File: src/rtl/stage_controller_pkg.sv
// cpu_pkg: shared stage encodings, opcode constants and instruction classes for mycpu
package cpu_pkg;
  typedef enum logic [2:0] {
    STG_IF     = 3'd0,
    STG_ID     = 3'd1,
    STG_EX     = 3'd2,
    STG_MEM    = 3'd3,
    STG_WB     = 3'd4,
    STG_HALTED = 3'd7
  } stage_t;
  typedef enum logic [2:0] {
    CLS_ALU,
    CLS_LOAD,
    CLS_STORE,
    CLS_BRANCH,
    CLS_JUMP,
    CLS_HALT
  } cls_t;
  localparam logic [4:0] OP_HALT  = 5'h00;
  localparam logic [4:0] OP_LOAD  = 5'h02;
  localparam logic [4:0] OP_STORE = 5'h03;
  localparam logic [4:0] OP_JUMP  = 5'h10;
  // branches occupy 0C..0F, i.e. op[4:2] == 3'b011
  function automatic cls_t op_class(input logic [4:0] op);
    return op == OP_HALT ? CLS_HALT :
           op == OP_LOAD ? CLS_LOAD :
           op == OP_STORE ? CLS_STORE :
           op[4:2] == 3'b011 ? CLS_BRANCH :
           op == OP_JUMP ? CLS_JUMP : CLS_ALU;
  endfunction
endpackage

File: src/rtl/stage_controller_if.sv
// stage_controller_if: control inputs and stage/strobe outputs of the sequencer
// master drives isAuto/nextStage/opcode/branchTaken; slave (the sequencer) drives the rest
interface stage_controller_if #(parameter int OP_W = 5, parameter int CNT_W = 16);
  logic             isAuto;
  logic             nextStage;
  logic [OP_W-1:0]  opcode;
  logic             branchTaken;
  logic [2:0]       stage;
  logic             irWrite;
  logic             pcWrite;
  logic             pcSrcBranch;
  logic             memRead;
  logic             memWrite;
  logic             regWrite;
  logic             instDone;
  logic [CNT_W-1:0] instCount;
  modport master (
    output isAuto, nextStage, opcode, branchTaken,
    input  stage, irWrite, pcWrite, pcSrcBranch, memRead, memWrite, regWrite, instDone, instCount
  );
  modport slave (
    input  isAuto, nextStage, opcode, branchTaken,
    output stage, irWrite, pcWrite, pcSrcBranch, memRead, memWrite, regWrite, instDone, instCount
  );
endinterface

File: src/rtl/stage_controller_step_pulse.sv
// step_pulse: synchronise, debounce and edge-detect a push-button into one clock pulse
// clk/rst: clock, async active-high reset; clr: discard any pending press
// din: raw button; pulse: single-cycle step request
module step_pulse #(parameter int DEBOUNCE_CYCLES = 4) (
  input  logic clk,
  input  logic rst,
  input  logic clr,
  input  logic din,
  output logic pulse
);
  localparam int CW = $clog2(DEBOUNCE_CYCLES + 1);
  logic s1, s2, armed;
  logic [CW-1:0] cnt;
  always_ff @(posedge clk or posedge rst) begin
    if (rst) begin
      s1 <= 1'b0;
      s2 <= 1'b0;
      armed <= 1'b0;
      cnt <= '0;
      pulse <= 1'b0;
    end else begin
      s1 <= din;
      s2 <= s1;
      pulse <= 1'b0;
      // armed drops after a pulse (or while cleared) so a held button steps once
      if (clr) begin
        cnt <= '0;
        armed <= 1'b0;
      end else if (!s2) begin
        cnt <= '0;
        armed <= 1'b1;
      end else if (armed) begin
        if (cnt == CW'(DEBOUNCE_CYCLES - 1)) begin
          pulse <= 1'b1;
          armed <= 1'b0;
          cnt <= '0;
        end else begin
          cnt <= cnt + 1'b1;
        end
      end
    end
  end
endmodule

File: src/rtl/stage_controller.sv
// stage_controller: multicycle IF/ID/EX/MEM/WB sequencer with write strobes and retire counter
// clk/rst: clock, async active-high reset; bus: stage_controller_if.slave
// (isAuto/nextStage/opcode/branchTaken in; stage, strobes and instCount out)
module stage_controller
  import cpu_pkg::*;
#(
  parameter int OP_W            = 5,
  parameter int DEBOUNCE_CYCLES = 4,
  parameter int CNT_W           = 16
) (
  input  logic clk,
  input  logic rst,
  stage_controller_if.slave bus
);
  logic press, step, last, br;
  logic ir, pcw, pcs, mr, mw, rw, dn;
  logic [OP_W-1:0] op;
  logic [CNT_W-1:0] cnt;
  cls_t cls;
  stage_t st, nxt;
  step_pulse #(.DEBOUNCE_CYCLES(DEBOUNCE_CYCLES)) u_step (
    .clk   (clk),
    .rst   (rst),
    .clr   (bus.isAuto),
    .din   (bus.nextStage),
    .pulse (press)
  );
  // strobes are combinational, so gate the step with rst to keep them low during reset
  assign step = !rst && (bus.isAuto || press);
  assign op = bus.opcode;
  assign cls = op_class(op[4:0]);
  always_comb begin
    nxt = st;
    ir = 1'b0;
    pcw = 1'b0;
    pcs = 1'b0;
    mr = 1'b0;
    mw = 1'b0;
    rw = 1'b0;
    dn = 1'b0;
    last = cls == CLS_BRANCH || cls == CLS_JUMP;
    br = cls == CLS_JUMP || (cls == CLS_BRANCH && bus.branchTaken);
    case (st)
      STG_IF: begin
        ir = step;
        pcw = step;
        nxt = step ? STG_ID : st;
      end
      STG_ID: begin
        dn = step && cls == CLS_HALT;
        nxt = !step ? st : cls == CLS_HALT ? STG_HALTED : STG_EX;
      end
      STG_EX: begin
        pcw = step && br;
        pcs = step && br;
        dn = step && last;
        nxt = !step ? st : last ? STG_IF :
              (cls == CLS_LOAD || cls == CLS_STORE) ? STG_MEM : STG_WB;
      end
      STG_MEM: begin
        mr = cls == CLS_LOAD;
        mw = step && cls == CLS_STORE;
        dn = mw;
        nxt = !step ? st : cls == CLS_STORE ? STG_IF : STG_WB;
      end
      STG_WB: begin
        rw = step;
        dn = step;
        nxt = step ? STG_IF : st;
      end
      STG_HALTED: nxt = st;
      default: nxt = STG_IF;
    endcase
  end
  always_ff @(posedge clk or posedge rst) begin
    if (rst) begin
      st <= STG_IF;
      cnt <= '0;
    end else begin
      st <= nxt;
      if (dn) cnt <= cnt + 1'b1;
    end
  end
  assign bus.stage = st;
  assign bus.irWrite = ir;
  assign bus.pcWrite = pcw;
  assign bus.pcSrcBranch = pcs;
  assign bus.memRead = mr;
  assign bus.memWrite = mw;
  assign bus.regWrite = rw;
  assign bus.instDone = dn;
  assign bus.instCount = cnt;
endmodule

File: src/flat_wrapper.sv
// flat-port wrapper written by rule: the top's interface ports become plain ports
module stage_controller_flat import cpu_pkg::*;
#(
  parameter int OP_W            = 5,
  parameter int DEBOUNCE_CYCLES = 4,
  parameter int CNT_W           = 16
)
  (clk, rst, bus_isAuto, bus_nextStage, bus_opcode, bus_branchTaken, bus_stage, bus_irWrite, bus_pcWrite, bus_pcSrcBranch, bus_memRead, bus_memWrite, bus_regWrite, bus_instDone, bus_instCount);
  stage_controller_if #(.OP_W(OP_W), .CNT_W(CNT_W)) bus_i ();
  input  logic clk;
  input  logic rst;
  input wire logic [$bits(bus_i.isAuto)-1:0] bus_isAuto;
  input wire logic [$bits(bus_i.nextStage)-1:0] bus_nextStage;
  input wire logic [$bits(bus_i.opcode)-1:0] bus_opcode;
  input wire logic [$bits(bus_i.branchTaken)-1:0] bus_branchTaken;
  output wire logic [$bits(bus_i.stage)-1:0] bus_stage;
  output wire logic [$bits(bus_i.irWrite)-1:0] bus_irWrite;
  output wire logic [$bits(bus_i.pcWrite)-1:0] bus_pcWrite;
  output wire logic [$bits(bus_i.pcSrcBranch)-1:0] bus_pcSrcBranch;
  output wire logic [$bits(bus_i.memRead)-1:0] bus_memRead;
  output wire logic [$bits(bus_i.memWrite)-1:0] bus_memWrite;
  output wire logic [$bits(bus_i.regWrite)-1:0] bus_regWrite;
  output wire logic [$bits(bus_i.instDone)-1:0] bus_instDone;
  output wire logic [$bits(bus_i.instCount)-1:0] bus_instCount;
  assign bus_i.isAuto = bus_isAuto;
  assign bus_i.nextStage = bus_nextStage;
  assign bus_i.opcode = bus_opcode;
  assign bus_i.branchTaken = bus_branchTaken;
  assign bus_stage = bus_i.stage;
  assign bus_irWrite = bus_i.irWrite;
  assign bus_pcWrite = bus_i.pcWrite;
  assign bus_pcSrcBranch = bus_i.pcSrcBranch;
  assign bus_memRead = bus_i.memRead;
  assign bus_memWrite = bus_i.memWrite;
  assign bus_regWrite = bus_i.regWrite;
  assign bus_instDone = bus_i.instDone;
  assign bus_instCount = bus_i.instCount;
  stage_controller #(.OP_W(OP_W), .DEBOUNCE_CYCLES(DEBOUNCE_CYCLES), .CNT_W(CNT_W)) u_core (.clk(clk), .rst(rst), .bus(bus_i));
endmodule
File: config.mk
export PLATFORM = sky130hd
export DESIGN_NAME = stage_controller_flat
export DESIGN_NICKNAME = d
export VERILOG_FILES = /design/src/rtl/stage_controller_pkg.sv /design/src/rtl/stage_controller_if.sv /design/src/rtl/stage_controller_step_pulse.sv /design/src/rtl/stage_controller.sv /design/src/flat_wrapper.sv
export SDC_FILE = /design/constraint.sdc
export NUM_CORES = 1
export LEC_CHECK = 0
export BUFFER_PORTS_ARGS = -buffer_cell sky130_fd_sc_hd__buf_2
export CORE_ASPECT_RATIO = 1.25
export CORE_MARGIN = 2
export CORE_UTILIZATION = 55
export DETAILED_ROUTE_END_ITERATION = 16
export PLACE_DENSITY_LB_ADDON = 0.3
export RECOVER_POWER = 50
export SKIP_CTS_REPAIR_TIMING = 1
export SYNTH_ARGS = -nofsm -noshare
export SYNTH_HDL_FRONTEND = slang
export SYNTH_SLANG_ARGS = --single-unit
export TNS_END_PERCENT = 1
File: constraint.sdc
create_clock -name clk -period 2.7 [get_ports clk]
set_input_delay 0.405 -clock clk [delete_from_list [all_inputs] [get_ports clk]]
set_output_delay 0.405 -clock clk [all_outputs]
set_load 0.05 [all_outputs]
# Word-level counts from Yosys, hierarchy flattened
# Cells that the tools add are included.
# op_classes
add_sub_neg	2
eq_ne	21
muxes	34
bitwise	1
reduce_logical	14
# op_table
operator	count
3-bit 2-to-1 mux	18
3-bit by 2-bit == test with 1-bit output (second input constant)	6
3-bit one-hot mux with 6 select lines	1
16-bit by 1-bit adder with 16-bit output (second input constant)	1
1-bit 2-to-1 mux	13
3-bit == test (second input constant)	4
5-bit by 2-bit == test with 1-bit output (second input constant)	2
2-bit by 1-bit != test with 1-bit output (second input constant)	5
3-bit by 1-bit == test with 1-bit output (second input constant)	2
1-bit logical AND	6
6-bit AND reduction	1
5-bit == test (second input constant)	1
5-bit logical NOT	1
1-bit logical OR	4
1-bit one-hot mux with 4 select lines	1
3-bit by 1-bit adder with 3-bit output (second input constant)	1
3-bit logical NOT	1
3-bit by 2-bit != test with 1-bit output (second input constant)	1
1-bit one-hot mux with 2 select lines	1
1-bit logical NOT	1
1-bit inverter	1
# word_totals
register_bits	26
out_inout_bits	26

# Depth between registers and ports, before layout
# Gate-level depths: netlist of run 1.
# logic_depth
word_depth	12
mapped_depth	7

# Modules after synthesis
# Synthesis of run 1 repeated with hierarchy kept, for this count alone.
# unflattened
hier_cells	145
hier_area_um2	1452.6
# modules_own_cells
module	instances	cells_each	area_per_inst_um2	seq_area_each_um2
stage_controller	1	124	1186.1	475.5
step_pulse	1	21	266.5	175.2

# Least setup slack after synthesis of run 1
# No wires, ideal clock.
# synth_path
kind	register -> output
from	register u_core.st[1], in the netlist u_core.bus.stage[1]
to	output port bus_memRead
arrival_ps	2625
required_time_ps	2295
slack_ps	-330
stages_incl_launch_ff	4
n_path_buf	1
path_cell_list	dfrtp_1 -> clkbuf_1 -> nand2_1 -> nor4_1
# synth_via
elab_chain_len	2
# synth_rtl
element	line	source
start: declaration	stage_controller.sv:20	stage_t st, nxt;
start signal: assignment	stage_controller.sv:80	st <= nxt;
3-bit by 2-bit == test with 1-bit output	stage_controller.sv:43	case (st)
1-bit 2-to-1 mux	stage_controller.sv:43	
end: declaration	flat_wrapper.sv:20	output wire logic [$bits(bus_i.memRead)-1:0] bus_memRead;
# No other way between the ends.

# Worst setup path in the final report of run 1
# layout_path
from	register u_core.st[1], in the netlist u_core.bus.stage[1]
to	output port bus_instDone
# layout_via
elab_chain_len	2
# layout_rtl
element	line	source
3-bit == test, or another cell as far along	stage_controller.sv:43	
1-bit one-hot mux with 4 select lines (*)	stage_controller.sv:43	
end: declaration	flat_wrapper.sv:23	output wire logic [$bits(bus_i.instDone)-1:0] bus_instDone;
# Mark *: on every way between the ends. The rest lies on a longest branch, timed or not.

==> flow_summary_export.csv, run 1 <==
group,metric,value,unit
finish,seq_area,651,um2
finish,n_antenna_cell,0,
setup_path,r2r_start,"u_core.bus.stage[1]",
logic_synthesis,seq_area_frac_synth,0.458,
setup_path,start_kind,"register",
setup_path,crit_path_cell_trace,"or3_1 -> a2111oi_4 -> a221oi_2 -> nor2_2 -> clkbuf_4",
timing,max_clock_freq,394,MHz
floorplanning,io_pins,36,
clock_tree,htreeDepth,1,
route,drt_iter0_drc,59,
global_route,grt_pass1_vias,1163,
setup_path,slowest_stage,"dfrtp_1",
route,route.detailed.drc,0,
timing,fin_crit,2.54,ns
global_route,track_usage,0.221,
logic_synthesis,synth.avg_cell_area,9.80,um2
route,routed_via_density,5.83,
clock_tree,clock_latency,0.31,ns
timing,relSlewSlack,0.371,
route,antenna_left,0,
floorplanning,design.core.area,2450,um2
placed_design,numPortBuffers,35,
route,wirelength,3.04,mm
logic_synthesis,netlist_area,1420,um2
timing,fin_skew,0.0123,ns
logic_synthesis,ys_ff_latch,26,
outcome,status,"complete, no violations",
timing,slew_violations,0,
timing,final_hold_viol_count,0,
clock_tree,numCtsBuffers,3,
setup_path,critPathTopFamily,"simple AND/OR/NAND/NOR gates",
worst_hold_path,holdPathEnd,"u_core.u_step.s1",
timing,tns,0,ns
setup_path,crit_buf_inv,1,
setup_path,crit_path_end_kind,"output port",
setup_path,reg2reg_setup_slack,0.49,ns
power,power_density,756,nW/um2
timing,holdWs,0.197,ns
logic_synthesis,synthArstFlopShare,1.00,
worst_hold_path,hp-class,"in2reg",
power,vdd_drop_max,0.000547,V
floorplanning,dieHeight,60.8,um
power,leakage,0.830,nW
finish,fin_nets,196,
finish,fin_cells,215,
global_route,antenna_found_initial,0,
setup_path,critical_path_arrival,2.13,ns
route,dr.pass1.iters,4,
setup_path,reg2regPathDepth,6,
floorplanning,std_cell_rows,20,
clock_tree,cts_sinks,26,
setup_path,max_stage_delay,0.48,ns
timing,setup_viol,0,
clock_tree,cts_tree,"built",
timing,rsz0062_at_grt,"no",
setup_path,crit_type,"reg2out",
finish,drive_above_1_share,0.242,
placed_design,dpl.hpwl,2.31,mm
route,dr_total_vias,1254,
floorplanning,fp.dieW,49.5,um
worst_hold_path,hold_depth,1,
placed_design,dp_cells,212,
setup_path,r2r-end,"u_core.bus.instCount[13]",
clock_tree,ctsRootBufferMaster,"clkbuf_4",
logic_synthesis,synth_cells,145,
worst_hold_path,hp-start,"bus_nextStage",
logic_synthesis,synth_warnings,0,
route,wl_per_cell,14.1,um
floorplanning,dieArea,3010,um2
global_route,overflow,0,
finish,multi_input_area,729,um2
setup_path,path_max_fanout,8,
logic_synthesis,synth-edff-count,0,
clock_tree,clk_pin_slew,0.12,ns
setup_path,worstPathRequired,2.30,ns
placed_design,gp_congestion,0.815,
finish,syn_to_final_growth,17.0,%
finish,num-fill-cells,217,
timing,tightestPinTransition,0.942,ns
logic_synthesis,ys_types,38,
clock_tree,clockBufferDepth,2,
timing,timing.final.crit_share,0.940,
global_route,grt_max_degree,27,
global_route,grt_pass1_wl,5.04,mm
logic_synthesis,synth_flop_cell,"dfrtp_1",
floorplanning,start_util,0.580,
logic_synthesis,mappedNetlistNets,157,
job,cap_violations,0,
-- sequential cells by signal, indices dropped and copies added (netlist names) --
| register | count |
|---|---|
| u_core.u_step.cnt | 3 |
| u_core.u_step.pulse | 1 |
| u_core.u_step.s2 | 1 |
| u_core.bus.stage | 3 |
| u_core.u_step.armed | 1 |
| u_core.bus.instCount | 16 |
| u_core.u_step.s1 | 1 |
-- cell families after synthesis --
group	after synthesis	synth area share
AND/OR/NAND/NOR	68	0.251
flip-flops	26	0.458
AO/OA/AOI/OAI	20	0.117
XOR/XNOR	16	0.0986
buffers and inverters	10	0.0352
multiplexers	3	0.0229
adder cells (fa/ha/maj)	2	0.0176
-- placed cells by master, fill, tap and decap left out, drive strengths merged, types with 2 or more instances in the layout --
cell and instances:
clkbuf 10, and3 3, mux2 2, or3 2
o2bb2ai 2, nor4 7, nor3 11, a211oi 2
nor2 11, a21oi 4, and4 2, dfrtp 26
o21ai 4, ha 2, nand2 17, xor2 15
inv 5, buf 32, nand3 8, nor3b 2
-- area by class of cell --
type / instances / share of cell area
Multi-Input combinational cell: 109 / 0.439
Tap cell: 33 / 0.0248
Clock buffer: 3 / 0.0135
Inverter: 5 / 0.0113
Timing Repair Buffer: 39 / 0.120
Sequential cell: 26 / 0.391
-- report_power, final --
part	total (mW)	internal, mW	switching, mW
registers	0.533	0.436	0.0976
logic	0.567	0.162	0.406
clock network	0.156	0.0521	0.104
-- metrics by stage --
| stage | util | total power, mW | setup WS [ns] | area [um2] |
|---|---|---|---|---|
| 6_report | 0.678 | 1.26 | 0.161 | 1660 |
| 5_1_grt | 0.678 | 1.33 | 0.0621 | 1660 |
| 4_1_cts | 0.679 | 1.25 | 0.103 | 1670 |
| 3_5_place_dp | 0.670 | 1.10 | 0.367 | 1640 |
| 3_3_place_gp | 0.670 | 1.07 | 0.389 | 1640 |
| 2_1_floorplan | - | 0.970 | -0.258 | 1430 |
-- cell usage after synthesis, types with 2 or more instances --
| cell | n | share of area |
|---|---|---|
| nor4_1 | 6 | 0.026 |
| nor2_1 | 11 | 0.029 |
| mux2_2 | 2 | 0.016 |
| nor3_1 | 11 | 0.039 |
| clkbuf_1 | 2 | 0.0053 |
| nand2_1 | 17 | 0.045 |
| or3_1 | 2 | 0.0088 |
| a21oi_1 | 4 | 0.014 |
| o21ai_0 | 4 | 0.014 |
| nand3_1 | 8 | 0.028 |
| dfrtp_1 | 26 | 0.46 |
| xor2_1 | 15 | 0.092 |
| and3_1 | 3 | 0.013 |
| and4_1 | 2 | 0.012 |
| o2bb2ai_1 | 2 | 0.012 |
| a211oi_1 | 2 | 0.011 |
| ha_1 | 2 | 0.018 |
| nor3b_1 | 2 | 0.011 |
| inv_1 | 5 | 0.013 |
-- metal layers --
metal  track usage  wire, um  vias to the layer above
met4         0.115        94                        0
met5             0         0                        -
met1         0.269      1310                      602
met3        0.0271       115                       10
met2         0.390      1510                       47
li1              -         -                      595
-- worst max-delay path by stage --
| stage | start | to | cells after the start |
|---|---|---|---|
| 6_report | u_core.bus.stage[1] | bus_instDone | 5 |
| 5_1_grt | u_core.bus.stage[1] | bus_instDone | 5 |
| 4_1_cts | u_core.bus.stage[1] | bus_instDone | 5 |
| 3_5_place_dp | bus_opcode[4] | bus_instDone | 6 |
| 3_3_place_gp | bus_opcode[4] | bus_instDone | 6 |
| 2_1_floorplan | u_core.bus.stage[2] | bus_pcWrite | 5 |
(Power assumes the default switching activity.)
==> inputs of run 2 (changes only) <==
--- a/config.mk
+++ b/config.mk
@@ -5,11 +5,13 @@
 export SDC_FILE = /design/constraint.sdc
 export NUM_CORES = 1
 export LEC_CHECK = 0
+export ABC_AREA = 1
 export BUFFER_PORTS_ARGS = -buffer_cell sky130_fd_sc_hd__buf_2
 export CORE_ASPECT_RATIO = 1.25
 export CORE_MARGIN = 2
 export CORE_UTILIZATION = 55
 export DETAILED_ROUTE_END_ITERATION = 16
+export MAX_ROUTING_LAYER = met4
 export PLACE_DENSITY_LB_ADDON = 0.3
 export RECOVER_POWER = 50
 export SKIP_CTS_REPAIR_TIMING = 1
==> run 2 against run 1 <==
Net effect: register-to-register slack improved by 0.49 ns; critical path depth is 1 higher; via count increased by 16%; largest cell class unchanged.
==> flow_summary_export.csv, run 2 <==
group,metric,value,unit
power,power_frac_clock,0.211,
logic_synthesis,mappedNetlistNets,219,
clock_tree,clk_pin_slew,0.15,ns
finish,design_area,1860,um2
setup_path,critical_path_arrival,2.13,ns
floorplanning,design.core.area,2890,um2
timing,rsz0062_at_grt,"no",
logic_synthesis,synth_warnings,0,
floorplanning,dieArea,3410,um2
setup_path,reg2reg_setup_slack,0.98,ns
worst_hold_path,holdPathEnd,"u_core.u_step.s1",
power,power_switching,0.567,mW
worst_hold_path,hp-class,"in2reg",
power,vdd_drop_max,0.000603,V
route,drt-met1-wl,1.41,mm
job,cap_violations,0,
outcome,status,"complete, no violations",
logic_synthesis,synthTopCellsByCount,"54 x nand2_1, 26 x dfrtp_1, 26 x nor2_1",
global_route,grt_max_degree,27,
clock_tree,cts_tree,"built",
timing,fin_crit,2.54,ns
logic_synthesis,ys_ff_latch,26,
floorplanning,io_pins,36,
placed_design,numPortBuffers,35,
finish,drive_above_1_share,0.291,
logic_synthesis,ys_types,28,
route,antenna_left,0,
route,wl_per_cell,11.7,um
timing,tns,0,ns
route,route.detailed.drc,0,
clock_tree,ctsRootBufferMaster,"clkbuf_4",
clock_tree,numCtsBuffers,3,
timing,setup_viol,0,
timing,slew_violations,0,
finish,num-fill-cells,290,
setup_path,path_max_fanout,17,
route,wirelength,3.28,mm
route,dr.pass1.iters,4,
logic_synthesis,seq_area_frac_synth,0.400,
power,leakage,0.965,nW
setup_path,crit_path_end_kind,"output port",
global_route,grt_pass1_wl,5.85,mm
logic_synthesis,synth.avg_cell_area,7.86,um2
finish,fin_nets,257,
route,routed_via_density,5.19,
power,pwr-share-comb,0.399,
setup_path,crit_type,"reg2out",
logic_synthesis,netlist_area,1630,um2
timing,fin_skew,0.00746,ns
logic_synthesis,synth_flop_cell,"dfrtp_1",
finish,final_common_cell,"nand2_1",
placed_design,dpl_cell_area,1820,um2
logic_synthesis,synth-edff-count,0,
placed_design,dpl.hpwl,2.52,mm
clock_tree,cts_sinks,26,
finish,syn_to_final_growth,14.6,%
timing,timing.final.crit_share,0.939,
global_route,overflow,0,
timing,final_hold_viol_count,0,
power,seq_power_share,0.390,
setup_path,r2r_start,"u_core.u_step.pulse",
floorplanning,std_cell_rows,22,
finish,n_antenna_cell,0,
finish,layout_common_cells,"54 x nand2_1, 33 x buf_2, 26 x nor2_1, 26 x dfrtp_1, 25 x nand3_1",
logic_synthesis,netlist.area_leader.share,0.400,
logic_synthesis,synth_cells,207,
clock_tree,clockBufferDepth,2,
clock_tree,clock_latency,0.32,ns
logic_synthesis,synth_area_leaders,"dfrtp_1 40%, nand2_1 12%, nand3_1 7.7%",
setup_path,reg2regPathDepth,8,
power,p_int,0.704,mW
global_route,antenna_found_initial,0,
setup_path,worstPathRequired,2.30,ns
global_route,track_usage,0.226,
timing,max_clock_freq,394,MHz
setup_path,r2r-end,"u_core.bus.instCount[12]",
power,power_density,682,nW/um2
route,met3_length,168,um
finish,largest_reg_flops,16,
placed_design,gp_congestion,0.855,
global_route,grt_pass1_vias,1357,
worst_hold_path,hold_depth,1,
timing,tightestPinTransition,1.36,ns
power,p_sw_frac,0.446,
route,dr_total_vias,1454,
floorplanning,dieHeight,64.8,um
timing,relSlewSlack,0.0919,
floorplanning,fp.dieW,52.6,um
route,dr.max_layer_used,"met4",
logic_synthesis,yosysMostFrequentCell,"nand2_1",
route,drt_iter0_drc,47,
worst_hold_path,hp-start,"bus_nextStage",
floorplanning,start_util,0.563,
logic_synthesis,synth_top_area_cell,"dfrtp_1",
route,wl_met2,1.67,mm
logic_synthesis,synthArstFlopShare,1.00,
setup_path,start_kind,"register",
clock_tree,htreeDepth,1,
-- run 2: cell types whose count changed after synthesis, moves of 7 or more --
| cell | previous run | this run |
|---|---|---|
| xor2_1 | 15 | 6 |
| nand3_1 | 8 | 25 |
| nor2_1 | 11 | 26 |
| nand2_1 | 17 | 54 |
| nand2_2 | 0 | 19 |
| xnor2_1 | 1 | 8 |
| nor3_1 | 11 | 1 |
-- run 2: per-layer routing --
| metal | up-vias | global-route usage |
|---|---|---|
| li1 | 734 | - |
| met1 | 675 | 0.286 |
| met2 | 40 | 0.388 |
| met3 | 5 | 0.0230 |
| met4 | 0 | 0.0481 |
| met5 | - | - |
-- run 2: logic make-up after synthesis --
| group | synth area share |
|---|---|
| buffers and inverters | 0.0538 |
| AOI/OAI and AO/OA | 0.0439 |
| and+or+nand+nor | 0.405 |
| adders and majority gates | 0.0154 |
| muxes | 0.00615 |
| xor gates and xnor gates | 0.0754 |
| DFF | 0.400 |
-- run 2: stage by stage --
step | cells | setup WS (ns) | utilization | power [mW] | hold slack, ns
2_1_floorplan | 207 | 0.0191 | - | 0.911 | 0.331
6_report | 280 | 0.164 | 0.645 | 1.27 | 0.172
3_5_place_dp | 276 | 0.479 | 0.629 | 1.01 | 0.346
5_1_grt | 280 | 0.00473 | 0.645 | 1.35 | 0.155
3_3_place_gp | 276 | 0.529 | 0.629 | 1.01 | 0.336
4_1_cts | 280 | 0.160 | 0.647 | 1.28 | 0.171
-- run 2: worst max path at each step --
stage	start	to	slack [ns]	depth (start not counted)
3_5_place_dp	bus_isAuto	bus_instDone	0.48	8
4_1_cts	u_core.bus.stage[2]	bus_instDone	0.16	6
5_1_grt	u_core.bus.stage[2]	bus_instDone	0.005	6
6_report	u_core.bus.stage[2]	bus_instDone	0.16	6
2_1_floorplan	rst	bus_instDone	0.02	8
3_3_place_gp	bus_isAuto	bus_instDone	0.53	8
-- run 2: power groups by stage --
stage	Clock [mW]	Sequential [mW]	Combinational, mW
3_3_place_gp	0	0.503	0.504
3_5_place_dp	0	0.503	0.511
6_report	0.268	0.496	0.507
5_1_grt	0.289	0.504	0.552
2_1_floorplan	0	0.631	0.280
4_1_cts	0.274	0.495	0.514
-- run 2: layout make-up --
type,instances,area (um2),share of cell area
multi-input combinational,166,895,0.480
inverter,12,45.0,0.0242
tap,36,45.0,0.0242
timing repair buffer,36,176,0.0946
clock buffer,3,22.5,0.0121
sequential,26,651,0.349
clock inverter,1,30.0,0.0161
-- run 2: worst max-delay path: stages, from the launching register on --
cell and delay (ns):
dfrtp_1 0.49, inv_2 0.12, nand3_2 0.15, nand2_1 0.16, nand4_4 0.27, nand2_4 0.31
buf_2 0.31
